File: src/rtl/fetch_unit_if.sv
// Fetch unit bus bundle: redirect request, instruction-memory read port and
// the decode-side valid/ready instruction stream.
//   master : the fetch unit (drives imem read, inst stream; receives redirect,
//            imem_q and inst_ready)
//   slave  : the environment (core control, instruction memory, decode)
interface fetch_unit_if;
  localparam int unsigned XLEN = 32;

  logic            redirect_valid;
  logic [XLEN-1:0] redirect_pc;
  logic            imem_read_en;
  logic [XLEN-1:0] imem_addr;
  logic [XLEN-1:0] imem_q;
  logic            inst_valid;
  logic            inst_ready;
  logic [XLEN-1:0] inst_data;
  logic [XLEN-1:0] inst_pc;

  modport master (
    input  redirect_valid,
    input  redirect_pc,
    output imem_read_en,
    output imem_addr,
    input  imem_q,
    output inst_valid,
    input  inst_ready,
    output inst_data,
    output inst_pc
  );

  modport slave (
    output redirect_valid,
    output redirect_pc,
    input  imem_read_en,
    input  imem_addr,
    output imem_q,
    input  inst_valid,
    output inst_ready,
    input  inst_data,
    input  inst_pc
  );
endinterface

File: src/rtl/fetch_unit.sv
// Instruction fetch front end.
// Issues sequential word reads to a 2-cycle-latency instruction memory, tags
// each read with its PC and the current epoch, buffers returned words in a
// small FIFO and presents them to decode over valid/ready. A redirect flips
// the epoch, kills the in-flight reads and empties the buffer.
// Ports:
//   clk    core clock
//   rst_n  asynchronous active-low reset
//   bus    fetch_unit_if.master (redirect_*, imem_*, inst_*)
// Parameters:
//   RESET_PC    first PC fetched after reset
//   FIFO_DEPTH  instruction buffer entries, power of two, 4..16
module fetch_unit #(
  parameter logic [31:0] RESET_PC   = 32'h0000_0000,
  parameter int unsigned FIFO_DEPTH = 4
) (
  input  logic          clk,
  input  logic          rst_n,
  fetch_unit_if.master  bus
);

  localparam int unsigned XLEN  = 32;
  localparam int unsigned PTR_W = $clog2(FIFO_DEPTH);
  localparam int unsigned CNT_W = PTR_W + 1;
  // count + up to two live pipeline stages
  localparam int unsigned OCC_W = CNT_W + 1;

  typedef struct packed {
    logic [XLEN-1:0] pc;
    logic [XLEN-1:0] data;
  } entry_t;

  // Fetch PC and epoch
  logic [XLEN-1:0]  pc_q;
  logic             epoch_q;

  // Two-stage in-flight read pipeline mirroring the memory latency
  logic             s0_valid_q;
  logic [XLEN-1:0]  s0_pc_q;
  logic             s0_epoch_q;
  logic             s1_valid_q;
  logic [XLEN-1:0]  s1_pc_q;
  logic             s1_epoch_q;

  // Instruction buffer
  entry_t           fifo_q [FIFO_DEPTH];
  logic [PTR_W-1:0] rd_ptr_q;
  logic [PTR_W-1:0] wr_ptr_q;
  logic [CNT_W-1:0] count_q;

  logic             redirect_c;
  logic [XLEN-1:0]  redirect_target_c;
  logic             s0_live_c;
  logic             s1_live_c;
  logic [OCC_W-1:0] occupancy_c;
  logic             issue_c;
  logic             arrive_c;
  logic             push_c;
  logic             pop_c;

  // Issue / arrival / handshake decode
  always_comb begin
    redirect_c        = bus.redirect_valid;
    redirect_target_c = bus.redirect_pc & 32'hFFFF_FFFC;
    s0_live_c         = s0_valid_q && (s0_epoch_q == epoch_q);
    s1_live_c         = s1_valid_q && (s1_epoch_q == epoch_q);
    // Reserve a buffer slot for every live read; a same-cycle pop earns no credit
    occupancy_c       = OCC_W'(count_q) + OCC_W'(s0_live_c) + OCC_W'(s1_live_c);
    issue_c           = rst_n && !redirect_c && (occupancy_c < OCC_W'(FIFO_DEPTH));
    arrive_c          = s1_live_c;
    // Redirect wins over a same-cycle arrival
    push_c            = arrive_c && !redirect_c;
    // A pop in a redirect cycle still completes
    pop_c             = (count_q != '0) && bus.inst_ready;
  end

  // Memory request and decode-side outputs
  always_comb begin
    bus.imem_read_en = issue_c;
    bus.imem_addr    = pc_q;
    bus.inst_valid   = (count_q != '0);
    bus.inst_data    = fifo_q[rd_ptr_q].data;
    bus.inst_pc      = fifo_q[rd_ptr_q].pc;
  end

  // PC, epoch and in-flight pipeline
  always_ff @(posedge clk or negedge rst_n) begin
    if (!rst_n) begin
      pc_q       <= RESET_PC;
      epoch_q    <= 1'b0;
      s0_valid_q <= 1'b0;
      s0_pc_q    <= '0;
      s0_epoch_q <= 1'b0;
      s1_valid_q <= 1'b0;
      s1_pc_q    <= '0;
      s1_epoch_q <= 1'b0;
    end else if (redirect_c) begin
      pc_q       <= redirect_target_c;
      epoch_q    <= ~epoch_q;
      s0_valid_q <= 1'b0;
      s1_valid_q <= 1'b0;
    end else begin
      if (issue_c) begin
        pc_q <= pc_q + 32'd4;
      end
      s0_valid_q <= issue_c;
      s0_pc_q    <= pc_q;
      s0_epoch_q <= epoch_q;
      s1_valid_q <= s0_valid_q;
      s1_pc_q    <= s0_pc_q;
      s1_epoch_q <= s0_epoch_q;
    end
  end

  // Instruction buffer: head at rd_ptr, redirect empties it
  always_ff @(posedge clk or negedge rst_n) begin
    if (!rst_n) begin
      for (int unsigned i = 0; i < FIFO_DEPTH; i++) begin
        fifo_q[i] <= '0;
      end
      rd_ptr_q <= '0;
      wr_ptr_q <= '0;
      count_q  <= '0;
    end else if (redirect_c) begin
      rd_ptr_q <= '0;
      wr_ptr_q <= '0;
      count_q  <= '0;
    end else begin
      if (push_c) begin
        fifo_q[wr_ptr_q].pc   <= s1_pc_q;
        fifo_q[wr_ptr_q].data <= bus.imem_q;
        wr_ptr_q              <= wr_ptr_q + PTR_W'(1);
      end
      if (pop_c) begin
        rd_ptr_q <= rd_ptr_q + PTR_W'(1);
      end
      count_q <= count_q + CNT_W'(push_c) - CNT_W'(pop_c);
    end
  end

  // Slot reservation at issue makes an arrival into a full buffer impossible
  a_no_overflow: assert property (
    @(posedge clk) disable iff (!rst_n)
    !(arrive_c && (count_q == CNT_W'(FIFO_DEPTH)))
  );

endmodule

File: src/flat_wrapper.sv
// flat-port wrapper written by rule: the top's interface ports become plain ports
module fetch_unit_flat 
#(
  parameter logic [31:0] RESET_PC   = 32'h0000_0000,
  parameter int unsigned FIFO_DEPTH = 4
)
  (clk, rst_n, bus_redirect_valid, bus_redirect_pc, bus_imem_read_en, bus_imem_addr, bus_imem_q, bus_inst_valid, bus_inst_ready, bus_inst_data, bus_inst_pc);
  fetch_unit_if bus_i ();
  input  logic clk;
  input  logic rst_n;
  input wire logic [$bits(bus_i.redirect_valid)-1:0] bus_redirect_valid;
  input wire logic [$bits(bus_i.redirect_pc)-1:0] bus_redirect_pc;
  output wire logic [$bits(bus_i.imem_read_en)-1:0] bus_imem_read_en;
  output wire logic [$bits(bus_i.imem_addr)-1:0] bus_imem_addr;
  input wire logic [$bits(bus_i.imem_q)-1:0] bus_imem_q;
  output wire logic [$bits(bus_i.inst_valid)-1:0] bus_inst_valid;
  input wire logic [$bits(bus_i.inst_ready)-1:0] bus_inst_ready;
  output wire logic [$bits(bus_i.inst_data)-1:0] bus_inst_data;
  output wire logic [$bits(bus_i.inst_pc)-1:0] bus_inst_pc;
  assign bus_i.redirect_valid = bus_redirect_valid;
  assign bus_i.redirect_pc = bus_redirect_pc;
  assign bus_imem_read_en = bus_i.imem_read_en;
  assign bus_imem_addr = bus_i.imem_addr;
  assign bus_i.imem_q = bus_imem_q;
  assign bus_inst_valid = bus_i.inst_valid;
  assign bus_i.inst_ready = bus_inst_ready;
  assign bus_inst_data = bus_i.inst_data;
  assign bus_inst_pc = bus_i.inst_pc;
  fetch_unit #(.RESET_PC(RESET_PC), .FIFO_DEPTH(FIFO_DEPTH)) u_core (.clk(clk), .rst_n(rst_n), .bus(bus_i));
endmodule
File: config.mk
export PLATFORM = sky130hd
export DESIGN_NAME = fetch_unit_flat
export DESIGN_NICKNAME = d
export VERILOG_FILES = /design/src/rtl/fetch_unit_if.sv /design/src/rtl/fetch_unit.sv /design/src/flat_wrapper.sv
export SDC_FILE = /design/constraint.sdc
export NUM_CORES = 1
export LEC_CHECK = 0
export CORE_MARGIN = 1.5
export CORE_UTILIZATION = 35
export DETAILED_ROUTE_END_ITERATION = 7
export DONT_BUFFER_PORTS = 1
export GPL_TIMING_DRIVEN = 1
export HOLD_SLACK_MARGIN = 0.12
export SYNTH_ARGS = -nofsm -noshare
export SYNTH_HDL_FRONTEND = slang
export SYNTH_SLANG_ARGS = --single-unit
File: constraint.sdc
create_clock -name clk -period 5.7 [get_ports clk]
set_input_delay 0.57 -clock clk [delete_from_list [all_inputs] [get_ports clk]]
set_output_delay 0.57 -clock clk [all_outputs]
set_load 0.01 [all_outputs]
==> results.md, run 1 <==
- The synthesized design devotes to its leading area cell type approximately 57% of total area.
- The worst pin sits at a relative slew slack of 25.7%.
- The number of sinks driven by the clock tree is between 300 and 400.
- The TritonCTS clock tree is done.
- The clock passes through at most 3 buffers.
- After global routing, the most crowded layer is met2.
- Of all nets on the critical path, the largest fanout is 10.
- The cell count after synthesis came out at approximately 1100.
- The startpoint type of the worst setup path is a flip-flop.
- The total core area is around 43000 um2.
- The CTS buffer count is 40.
- The switching fraction of total power is around 28%.
- For this configuration, the core starts out at a cell density of 35.7%.
- The synthesized area is between 15000 and 20000 um2.
- Cells with a size suffix above 1 make up between 30% and 40% of the layout.
- The final hold slack is -0.287 ns.
- Prior to clock tree synthesis, the placed netlist has a worst setup slack of about 2.7 ns.
- The number of antenna violations at the first check in global routing was 0.
- At the end of the flow, the number of nets in the layout was around 1100.
- Synthesis inferred 350 register bits.
- The via density per instance is ~5.2.
- The first global-routing pass estimated roughly 54000 um of wire.
- At the worst endpoint, the required time is about 5 ns.
- The HPWL reported at the end of detailed placement is roughly 19000 um.
- The number of nets with antenna violations after detailed routing is 0.
- The root buffer cell is sky130_fd_sc_hd__clkbuf_16.
- The portion of total power attributed to combinational logic is approximately a fifth.
- In the post-synthesis netlist, the biggest area contributors are sky130_fd_sc_hd__dfrtp_1, sky130_fd_sc_hd__mux2_2, sky130_fd_sc_hd__mux4_2.
- The global-route track usage on met3 is 4.75%.
- After clock tree synthesis, the clock-pin slew on the worst setup and hold paths is ~0.060 ns.
- The internal portion of the total power is between 5 and 6 mW.
- In the post-route analysis, the smallest setup slack over all paths is 2.23 ns.
- In the final layout, the multi-input gates occupy between 6000 and 7000 um2.
- The routed layout has between 8000 and 9000 vias.
- The met2 layer usage reported by global route is approximately 25%.
- The final count of hold timing violations came to 350.
- Across the run, the number of max-cap violations was 0.
- The final estimated routing congestion in global placement is roughly 0.8.
- The share of total power dissipated in sequential elements is a little under half.
- Dividing the detail-routed wire length by the instance count gives just over 20 um.
- In this run the power spent charging and discharging nets is approximately 2.0 mW.
- The number of antenna diodes in the final layout is 0.
- The clock group share of total power is roughly 35%.
- Summed over all layers, the global routing overflow is 0.
- The most common cell in the netlist is sky130_fd_sc_hd__dfrtp_1.
- The worst hold path class is input pin to asynchronous set/reset pin.
- The count of standard-cell rows is 76.
- The setup path with the least slack is of type flip-flop to output pin.
- Setup repair after global routing left no endpoint under its margin.
- From bottom edge to top edge, the die measures ~210 um.
- A synthesized cell averages ~15 um2.
- The number of gates given a new drive strength after cts is 0.
- At the pin with the least slew margin, the transition time is roughly 1.1 ns.
- The width of the chip is ~210 um.
- The placed instances occupy a cell area of approximately 16000 um2.
- The shortest period the worst path allows is 3.47 ns.
- Entering global routing, the biggest net connects roughly 350 pins.
- The wire length reported by the detailed router is 34100 um.
- The leakage power summed over all cells is 7.98 nW.
- The final reports fail on hold timing.
- The maximum level of the CTS H-tree is 2.
- The overall fraction of global-route tracks in use is between 15 and 20%.
- After routing, the total negative slack on setup checks comes to 0 ns.
- The total instance count after detailed placement is 1577.
- The run finished, with violations left.
- In this run, the number of DRC markers left after iteration 0 of detailed routing was about 360.
- The biggest area contributor in the post-synthesis netlist is sky130_fd_sc_hd__dfrtp_1.
- The portion of the post-synthesis area used by sequential elements is 56.7%.
- The insertion delay of the later-clocked pin in the worst-skew pair is roughly 0.55 ns.
- The Yosys step of the flow raised 0 warnings.
- Among all flip-flop cells after synthesis, the most frequent one is sky130_fd_sc_hd__dfrtp_1.
- Counting the fill cells in the layout gives between 4000 and 5000.
- The setup-violating endpoint count in the final report is 0.
- The die covers approximately 45000 um2.
- The type of element capturing the critical path is an output pin.
- The post-route cell area is ~17000 um2.
- The maximum ir drop on the vdd rail is 0.000247 V.
- The number of buffers added to fix hold violations after cts is 14.
- Data on the critical path arrives at its endpoint at about 2.9 ns.
- The final number of max-transition violations came to 0.
- The number of global-route vias before repair is roughly 9300.
- The number of distinct library cell variants in the gate-level netlist after synthesis is 57.
- The timing-limited maximum frequency is 288 MHz.
- The register cell area after layout is 8770 um2.
- The power density over cell area is between 400 and 500 nW/um2.
- The worst-case clock skew is around 0.018 ns.
- The met1 capacity usage during global routing is 20.2%.
- The remaining design rule violation count is 0.
- The number of buffers inserted by port buffering is 0.
- The final cell count without fillers is between 1500 and 2000.
- Ranked by instance count, the synthesized netlist is headed by sky130_fd_sc_hd__dfrtp_1, sky130_fd_sc_hd__mux2_2, sky130_fd_sc_hd__mux4_2.
- The post-CTS setup buffer count is 0.
- In this run, synthesis inferred 0 flip-flops with an integrated enable.
- The pre-antenna-repair detailed-routing pass consisted of 4 iterations.
- The period utilization is between 60% and 70%.
- From synthesis to final layout, the design area changed by 12.9%.
- The I/O pin count is 166.
- The async set-or-reset flop fraction in the synthesized netlist is 100%.
-- power groups by stage --
stage | sequential, mW | combinational (mW) | clock, mW
floorplan | 3.12 | 1.30 | 0
global placement | 3.35 | 1.40 | 0
detailed placement | 3.37 | 1.43 | 0
CTS | 3.33 | 1.45 | 2.68
global route | 3.40 | 1.53 | 2.78
finish | 3.31 | 1.41 | 2.59
-- worst paths after layout --
| kind | startpoint | end | slack [ns] | depth (start not counted) |
|---|---|---|---|---|
| max in group asynchronous | rst_n | u_core.fifo_q[89] | 5.24 | 0 |
| min reg2reg | u_core.s0_pc_q[13] | u_core.s0_pc_q[13] | 0.47 | 2 |
| min | rst_n | u_core.bus.imem_addr[7] | -0.29 | 0 |
| max | u_core.epoch_q | bus_imem_read_en | 2.23 | 8 |
| max reg2reg | u_core.epoch_q | u_core.fifo_q[88] | 2.77 | 5 |
| min in group clk | bus_imem_q[11] | u_core.fifo_q[75] | 0.16 | 1 |
-- area by class of cell --
type | count | share of cell area [%]
inverter | 13 | 0.280
sequential | 350 | 50.3
timing repair buffer | 18 | 1.03
clock inverter | 10 | 1.09
tap | 585 | 4.20
multi-input combinational | 625 | 36.7
clock buffer | 58 | 6.42
-- through the flow --
step / power, mW / utilization, %
2_1_floorplan: 4.42 / -
3_3_place_gp: 4.75 / 36.9
3_5_place_dp: 4.81 / 36.9
4_1_cts: 7.46 / 40.3
5_1_grt: 7.71 / 40.3
6_report: 7.32 / 40.3
-- flip-flops by register name (all words and copies together) (netlist names), 2 cells and up --
name / cells
u_core.count_q: 3
u_core.s1_pc_q: 30
u_core.rd_ptr_q: 2
u_core.s0_pc_q: 30
u_core.wr_ptr_q: 2
u_core.bus.imem_addr: 30
u_core.fifo_q: 248
-- logic make-up after synthesis --
family | share of synthesized area, %
adders and majority gates | 0.859
AOI/OAI and AO/OA | 3.85
DFF | 56.7
and+or+nand+nor | 5.23
other | 0.0243
buffers and inverters | 2.16
xor gates and xnor gates | 0.510
muxes | 30.6
-- metal layers --
layer / vias up / share of wire [%]
met3: 39 / 6.9
met4: 0 / 1.9
met2: 221 / 46
met1: 4575 / 45
met5: - / 0
li1: 3874 / -
-- cell usage in the layout, fill, tap and decap left out, types with 5 or more instances in the layout --
cell	instances
sky130_fd_sc_hd__a21o_1	9
sky130_fd_sc_hd__a21oi_1	5
sky130_fd_sc_hd__a22oi_1	8
sky130_fd_sc_hd__a31oi_1	12
sky130_fd_sc_hd__and3_1	7
sky130_fd_sc_hd__bufinv_16	5
sky130_fd_sc_hd__clkbuf_1	13
sky130_fd_sc_hd__clkbuf_16	40
sky130_fd_sc_hd__clkbuf_8	5
sky130_fd_sc_hd__dfrtp_1	348
sky130_fd_sc_hd__dlygate4sd3_1	13
sky130_fd_sc_hd__ha_1	9
sky130_fd_sc_hd__inv_1	13
sky130_fd_sc_hd__mux2_1	26
sky130_fd_sc_hd__mux2_2	263
sky130_fd_sc_hd__mux2i_1	8
sky130_fd_sc_hd__mux4_2	62
sky130_fd_sc_hd__nand2_1	56
sky130_fd_sc_hd__nand3_1	14
sky130_fd_sc_hd__nor2_1	31
sky130_fd_sc_hd__nor2b_1	13
sky130_fd_sc_hd__nor3_1	6
sky130_fd_sc_hd__o211ai_1	5
sky130_fd_sc_hd__o21ai_0	6
sky130_fd_sc_hd__o31ai_1	9
sky130_fd_sc_hd__or4_1	11
sky130_fd_sc_hd__xnor2_1	5
-- worst max-delay path: stages (launching register included) --
cell and delay, ns:
sky130_fd_sc_hd__dfrtp_1 0.46, sky130_fd_sc_hd__xnor2_1 0.16, sky130_fd_sc_hd__nand2_1 0.14, sky130_fd_sc_hd__inv_1 0.08, sky130_fd_sc_hd__ha_1 0.31, sky130_fd_sc_hd__o211ai_1 0.12
sky130_fd_sc_hd__o211ai_1 0.35, sky130_fd_sc_hd__a21boi_2 0.57, sky130_fd_sc_hd__nor2_1 0.16
(Power assumes the default switching activity.)
==> inputs of run 2 (changes only) <==
- clock period: 5.7 -> 3.2 ns (I/O delays scaled with it)
==> run 2 against run 1 <==
Effect of this change:
- the run still ends with hold timing left
- register-to-register slack lost 2.5 ns
- utilization grew 1.5 points
- clock power grew 75%
- clock skew grew 0.0071 ns
- sequential power grew 75%
- count of clock-buffer cells in the layout shrank 1
- non-clock buffer count grew 58
- cell count grew 3.6%
- total power grew 79%
- critical path depth is the same
==> results.md, run 2 (synthesis results as in run 1) <==
- The root buffer cell is sky130_fd_sc_hd__clkbuf_16.
- The total core area is 43300 um2 (unchanged).
- The number of flip-flops under the largest register name came to 248 (unchanged).
- The maximum ir drop on the vdd rail is 0.000405 V (+64%).
- The vias after detailed routing is 8849 (+1.6%).
- The insertion delay of the later-clocked pin in the worst-skew pair is 0.56 ns (about the same).
- The starting DRC count in detailed routing is 447 (+25%).
- The I/O pin count is 166 (unchanged).
- The number of antenna violations at the first check in global routing is 0 (unchanged).
- The wire length reported by the detailed router is 33600 um (-1.6%).
- The maximum number of pins on one net before global-route repair came to 353 (unchanged).
- The worst setup path is launched from a flip-flop.
- The period utilization is 92.4%.
- The post-placement setup slack is 0.268 ns (-2.45 ns).
- The setup-violating endpoint count in the final report is 0 (unchanged).
- The die span in y was 213 um (unchanged).
- The final number of max-transition violations was 0 (unchanged).
- Leaving out fill and tap cells, the most frequent cell in the layout is sky130_fd_sc_hd__dfrtp_1.
- The register cell area after layout was 8770 um2 (unchanged).
- The type of element capturing the critical path is a flip-flop.
- The number of sinks driven by the clock tree is 350 (unchanged).
- The die outline area is 45400 um2 (unchanged).
- The global-route wire length before repair was 54100 um (+0.18%).
- The synthesis-to-finish area growth is 16.9%.
- The top cell types in the final layout, fill and taps aside, are sky130_fd_sc_hd__dfrtp_1, sky130_fd_sc_hd__mux2_2, sky130_fd_sc_hd__mux4_2, sky130_fd_sc_hd__dlygate4sd3_1, sky130_fd_sc_hd__nand2_1.
- The number of fill cells in the layout is 4001 (-1.7%).
- The remaining design rule violation count is 0 (unchanged).
- The count of maximum capacitance violations is 0 (unchanged).
- The routed length per instance is 19.5 um (-5.1%).
- The endpoint required time on the critical path is 3.63 ns (-1.50 ns).
- The final hold slack is -0.538 ns (-0.251 ns).
- The count of standard-cell rows is 76 (unchanged).
- The first-pass iteration count of the detailed router was 4 (unchanged).
- The final reports fail on hold timing.
- The CTS buffer count came to 40 (unchanged).
- The register clock-pin slew on the reported worst setup and hold paths is 0.06 ns (about the same).
- The normalized max-slew margin is 18.9% (-6.8 points).
- The maximum level of the CTS H-tree is 2 (unchanged).
- The final worst setup slack is 0.243 ns (-1.98 ns).
- The final net count is 1184 (+5.2%).
- The type of the worst setup path is flip-flop to flip-flop.
- The overall fraction of global-route tracks in use is 15.3% (-0.11 points).
- Static timing analysis puts the maximum clock frequency at around 340 MHz.
- The smallest clock period supported by the final layout is computed as approximately 3 ns.
- The worst-case clock skew is 0.0255 ns (+0.00711 ns).
- The register bank with the most flops is u_core.fifo_q.
- The area of combinational cells with multiple inputs is 6400 um2 (+0.12%).
- The number of buffers inserted by port buffering was 0 (unchanged).
- Setup repair after global routing left no endpoint under its margin.
- The number of nets with antenna violations after detailed routing is 0 (unchanged).
- The width of the chip is 213 um (unchanged).
- The via density per instance came to 5.15 (-1.9%).
- The actual transition at the worst max-transition pin is 1.22 ns (+0.102 ns).
- The proportion of layout cells with a drive suffix above 1 is 36.4% (-0.69 points).
- The number of global-route vias before repair is 9608 (+3.6%).
- The final estimated routing congestion in global placement came to 0.778 (-4.8%).
- The biggest fanout along the worst timing path is 12 (+2).
- The initial core utilization is 35.7% (unchanged).
- The HPWL reported at the end of detailed placement is 20000 um (+3.4%).
- The critical path data arrival time came to 3.39 ns (+0.49 ns).
- TritonCTS built the clock tree.
- The leakage power summed over all cells is 8.25 nW (+3.5%).
- The power density over cell area is 726 nW/um2 (+73%).
- The overall overflow remaining after global route came to 0 (unchanged).
- The flow ran to the end, but the final reports show violations.
- The number of buffers between clock root and the deepest sink is 3 (unchanged).
- The final count of hold timing violations was 350 (unchanged).
- The sum of negative setup slack is 0 ns (unchanged).
- The number of buffers added to fix hold violations after cts was 63 (+49).
- The worst hold path class is input pin to asynchronous set/reset pin.
[run 2: cell types whose count changed in the layout (fill, tap and decap cells not counted), sizes merged]
cell / change
clkinvlp: +1
clkinv: +3
clkbuf: -1
bufinv: -2
diode: +1
dlygate4sd3: +49
buf: +9
[run 2: path summary, 6_finish.rpt]
check | startpoint | end | slack [ns] | cells past startpoint
setup / recovery | u_core.epoch_q | u_core.bus.imem_addr[17] | 0.24 | 8
hold / removal | rst_n | u_core.s0_pc_q[4] | -0.54 | 0
setup reg to reg | u_core.epoch_q | u_core.bus.imem_addr[17] | 0.24 | 8
hold reg to reg | u_core.s0_pc_q[4] | u_core.s0_pc_q[4] | 0.47 | 2
max in group asynchronous | rst_n | u_core.fifo_q[216] | 2.96 | 0
min in group clk | bus_inst_ready | u_core.rd_ptr_q[0] | 0.16 | 3
[run 2: worst max-delay path, cell delays in order (launching register included)]
cell and delay (ns):
sky130_fd_sc_hd__dfrtp_1 0.45, sky130_fd_sc_hd__xnor2_1 0.16, sky130_fd_sc_hd__nand2_1 0.14, sky130_fd_sc_hd__inv_1 0.08, sky130_fd_sc_hd__ha_1 0.31, sky130_fd_sc_hd__a31oi_1 0.16
sky130_fd_sc_hd__o32ai_2 1.06, sky130_fd_sc_hd__mux2i_1 0.17, sky130_fd_sc_hd__a211o_1 0.30
[run 2: through the flow]
step	utilization, %	hold slack (ns)	cells	instance area (um2)	power, mW
after floorplan	-	0.0244	1054	15500	7.88
after global placement	37.2	0.0417	1584	16100	8.53
after detailed placement	37.2	0.0392	1584	16100	8.62
after CTS	41.7	-0.573	1716	18000	13.4
after global routing	41.7	-0.572	1718	18100	13.8
final	41.7	-0.538	1719	18100	13.1
[run 2: repair_timing]
action | in CTS | in global routing
setup buffers | 0 | 2
hold endpoints to repair | 580 | 350
resized for setup | 1 | 0
setup endpoints to repair | 1 | 1
[run 2: layer usage]
metal	vias up	share of wire, %	track usage [%]
li1	3999	-	-
met1	4605	45	20.2
met2	196	46	24.5
met3	49	6.4	4.22
met4	0	1.8	4.62
met5	-	0	0
[run 2: power by group]
part	switching, mW	internal, mW
sequential	0.619	5.16
clock	1.80	2.73
combinational	1.29	1.50
total	3.72	9.40
[run 2: area by class of cell]
cell class / instances / area share [%]
Antenna cell: 1 / 0.0139
Multi-Input combinational cell: 625 / 35.4
Tap cell: 585 / 4.05
Inverter: 13 / 0.270
Clock inverter: 12 / 0.866
Clock buffer: 57 / 6.34
Sequential cell: 350 / 48.6
Timing Repair Buffer: 76 / 4.48
==> RTL change 1, RTL diff (flow settings as in run 2) <==
`FIFO_DEPTH` is set to 4 in 2 places; all go to 8. Comments in the files are not updated.
--- a/src/rtl/fetch_unit.sv
+++ b/src/rtl/fetch_unit.sv
@@ -12,7 +12,7 @@
 //   FIFO_DEPTH  instruction buffer entries, power of two, 4..16
 module fetch_unit #(
   parameter logic [31:0] RESET_PC   = 32'h0000_0000,
-  parameter int unsigned FIFO_DEPTH = 4
+  parameter int unsigned FIFO_DEPTH = 8
 ) (
   input  logic          clk,
   input  logic          rst_n,
--- a/src/flat_wrapper.sv
+++ b/src/flat_wrapper.sv
@@ -2,7 +2,7 @@
 module fetch_unit_flat 
 #(
   parameter logic [31:0] RESET_PC   = 32'h0000_0000,
-  parameter int unsigned FIFO_DEPTH = 4
+  parameter int unsigned FIFO_DEPTH = 8
 )
   (clk, rst_n, bus_redirect_valid, bus_redirect_pc, bus_imem_read_en, bus_imem_addr, bus_imem_q, bus_inst_valid, bus_inst_ready, bus_inst_data, bus_inst_pc);
   fetch_unit_if bus_i ();
Formal check against the unedited RTL: no difference found for any inputs over 4 cycles, from zero or initial values and one cycle with rst_n low; that may be too few to reach the edited logic, so the function may still have changed.
==> RTL change 1 against run 2 <==
- the flow still finishes with violations (hold timing)
- synthesized area grew 74%
- first-iteration DRC count up 54%
- sequential cell count increased by 251
- worst setup slack got worse by 0.084 ns
- routed wire length rose by 86%
- count of clock-buffer cells in the layout grew 49
- global-route usage is 0.95 points higher
- final area up 73%
- via count rose by 69%
- hold slack lost 0.031 ns
- total power increased by 65%
==> RTL change 1: results (changes against run 2) <==
status=finished, violations left; failing checks=hold timing; Seq/Total Area, Yosys=56.0% (-0.71 points); total track usage=16.3% (+0.95 points); Largest register FFs=496 (+100%); CTS buffer count=70 (+75%); final hold slack=-0.569 ns (-0.0310 ns); Final period util=95.0% (+2.6 points); Slew HR=4.97% (-14 points); met2 Usage GRT=26.7% (+2.2 points); Leak=14.1 nW (+71%); final-report hold violation count=601 (+72%); vias in the first global route=16.5k (+72%); met3 Use GR=3.52% (-0.70 points); layout cells sized above 1=50.0% (+14 points); Flop+latch power=9.12 mW (+58%); CTS Hold Bufs=64 (+1.6%); largest net degree at the start of global routing=608 (+72%); Placer Congestion=0.765 (-1.6%); crit-path max FO=5 (-7); CP Data Arrival Time=2.72 ns (-0.67 ns); top post-synthesis cells by count=616 x mux2_2, 601 x dfrtp_1, 124 x mux4_2; M1 WL=28.2 mm (+85%); worst skew pair latency=0.60 ns (+0.04 ns); post-place instance area=0.0281 mm2 (+75%); cell count of the worst reg-to-reg path=11 (+3); Place WS=0.423 ns (+0.155 ns); Sw Share=27.5% (-0.81 points); Layout Nets=1846 (+56%); Mapped Cells=1705 (+62%); first-pass GRT wire length=98.1 mm (+82%); Setup Skew=0.0279 ns (+0.00235 ns); Adder-Cell Fraction of Synth Area=0.587% (-0.27 points); DR WL met3=2.58 mm (+20%)
RTL change 1: changes by cell type in the layout (fill, tap and decap cells not counted), moves of 12 or more:
cell | run 2 | this run
a31oi_1 | 12 | 24
buf_12 | 5 | 19
clkbuf_16 | 40 | 73
clkbuf_8 | 8 | 21
dfrtp_1 | 348 | 598
mux2_1 | 26 | 0
mux2_2 | 263 | 616
mux4_2 | 62 | 124
nand2_1 | 56 | 21
or3_1 | 2 | 16
RTL change 1: worst max-delay path, cell delays in order (launching register included):
cell and delay [ns]:
dfrtp_1 0.43, xnor2_1 0.19, nand2_2 0.14, inv_2 0.12
ha_1 0.26, a31o_1 0.24, a211oi_4 0.34, buf_12 0.15
nand2b_2 0.17, nor2_2 0.10
RTL change 1: how the worst min path moves through the flow:
stage          start                  endpoint  slack, ns  cells past startpoint
3_5_place_dp   rst_n        u_core.fifo_q[458]       0.07                      0
4_1_cts        rst_n        u_core.fifo_q[327]      -0.59                      0
3_3_place_gp   rst_n        u_core.fifo_q[138]       0.06                      0
6_report       rst_n        u_core.fifo_q[391]      -0.57                      0
5_1_grt        rst_n        u_core.fifo_q[391]      -0.62                      0
2_1_floorplan  rst_n  u_core.bus.imem_addr[10]       0.02                      0
RTL change 1: final cells by class:
cell class / instances / share of cell area (%)
Sequential cell: 601 / 48.2
Multi-Input combinational cell: 981 / 36.1
Clock buffer: 106 / 6.92
Tap cell: 1030 / 4.13
Timing Repair Buffer: 101 / 3.92
Clock inverter: 20 / 0.617
Inverter: 11 / 0.132
Antenna cell: 1 / 0.00801
RTL change 1: repair_timing:
| action | 4_1_cts | 5_1_grt |
|---|---|---|
| setup endpoints to repair | 1 | 1 |
| resized for setup | 3 | 1 |
| buffers inserted | 2 | 2 |
| pin swaps | 1 | 2 |
| cloned | 2 | 0 |
| endpoints found under the hold margin | 962 | 601 |
==> RTL change 2, RTL diff (config.mk and constraints of run 2) <==
Without the edit above. Make the reset (`rst_n`) synchronous in 2 clocked blocks. Comments in the files are not updated.
--- a/src/rtl/fetch_unit.sv
+++ b/src/rtl/fetch_unit.sv
@@ -84,7 +84,7 @@
   end
 
   // PC, epoch and in-flight pipeline
-  always_ff @(posedge clk or negedge rst_n) begin
+  always_ff @(posedge clk) begin
     if (!rst_n) begin
       pc_q       <= RESET_PC;
       epoch_q    <= 1'b0;
@@ -113,7 +113,7 @@
   end
 
   // Instruction buffer: head at rd_ptr, redirect empties it
-  always_ff @(posedge clk or negedge rst_n) begin
+  always_ff @(posedge clk) begin
     if (!rst_n) begin
       for (int unsigned i = 0; i < FIFO_DEPTH; i++) begin
         fifo_q[i] <= '0;
Behaviour: differs if rst_n is asserted again (counterexample within 4 cycles, from zero or initial values and one cycle with rst_n low); with rst_n held inactive, the same outputs for 4 cycles.
==> RTL change 2 against run 2 <==
- sequential share of layout area increased by 5.7 points
- routed wire length increased by 4.5%
- sequential cell count up 2
- synthesized area is 3.5% lower
- final area down 2.7%
- critical endpoint is now bus_imem_read_en
- highest routed layer unchanged
- fmax fell by 0.92%
- worst setup slack worse by 0.027 ns
Power is not compared: it rests on default switching activity, and its combinational part moved more than twofold at a synthesized area within 25%.
==> RTL change 2: results (changes against run 2) <==
Post-synth ARST share=0% (-100 points); wire per inst=19.5 um (about the same); hpwl dp=20.5 mm (+2.3%); mux share of post-synthesis cell area=13.5% (-17 points); top post-synthesis cells by count=248 x edfxtp_1, 223 x nor2_1, 104 x dfxtp_1; vias=9195 (+3.9%); total track usage=16.3% (+0.94 points); first-pass GRT wire length=54.3 mm (+0.50%); CP Data Arrival Time=2.66 ns (-0.73 ns); number of flops mapped to enable cells by yosys=248 (+248); clock root buffer=clkbuf_16; status=finished clean; xor/xnor share of the synthesized area=0.470% (-0.040 points); top post-synthesis cells by area=edfxtp_1 50%, dfxtp_1 14%, mux4_2 9.4%, nor2_1 5.6%, mux2i_1 4.2%; post-place instance area=0.0156 mm2 (-2.8%); fin worst setup slack=0.216 ns (-0.0274 ns); cell count of the worst reg-to-reg path=9 (+1); CP Class=flip-flop to primary output; # placed instances=1657 (+4.6%); FF-to-FF Start=u_core.epoch_q; Layout Nets=1302 (+10%); WL final=35.1 mm (+4.5%); final hold slack=0.172 ns (+0.710 ns); Synth cell types=52 (-8.8%); Reg-to-Reg End=u_core.bus.imem_addr[29]; crit path max-delay cell type=o32a_1; Mapped Cells=1168 (+11%); Adder-Cell Fraction of Synth Area=0.554% (-0.30 points); # resized after CTS=0 (-1); largest net degree at the start of global routing=84 (-76%); diode count=0 (-1); Placer Congestion=0.840 (+8.0%); Place WS=0.568 ns (+0.300 ns); CP max stage delay=0.45 ns (-0.61 ns); layout cells sized above 1=12.7% (-24 points); Setup Skew=0.0154 ns (-0.0102 ns); 1st-iter DRT viols=633 (+42%); vias in the first global route=9256 (-3.7%); CTS Hold Bufs=68 (+7.9%)
-- RTL change 2: cell count changes in the layout (fill, tap and decap cells not counted), moves of 19 or more --
cell             run 2  this run
and2_1               3        49
dfrtp_1            348         0
dfxtp_1              0       102
edfxtp_1             0       248
inv_1               13        75
mux2_1              26         0
mux2_2             263         0
mux2i_1              8        62
nand2_1             56        83
nor2_1              31       222
o21ai_0              6        25
-- RTL change 2: per-layer routing --
layer | vias to the layer above | track usage, % | part of all wire (%)
met5 | - | 0 | 0
met4 | 0 | 5.05 | 2.1
met3 | 47 | 3.65 | 6.6
met2 | 294 | 26.7 | 47
met1 | 4523 | 21.5 | 44
li1 | 4331 | - | -
-- RTL change 2: cell type report --
| type | count | area [um2] |
|---|---|---|
| Fill cell | 3880 | 24400 |
| Sequential cell | 352 | 9540 |
| Multi-Input combinational cell | 664 | 4820 |
| Clock buffer | 52 | 1080 |
| Timing Repair Buffer | 93 | 998 |
| Tap cell | 539 | 674 |
| Inverter | 77 | 289 |
| Clock inverter | 21 | 164 |
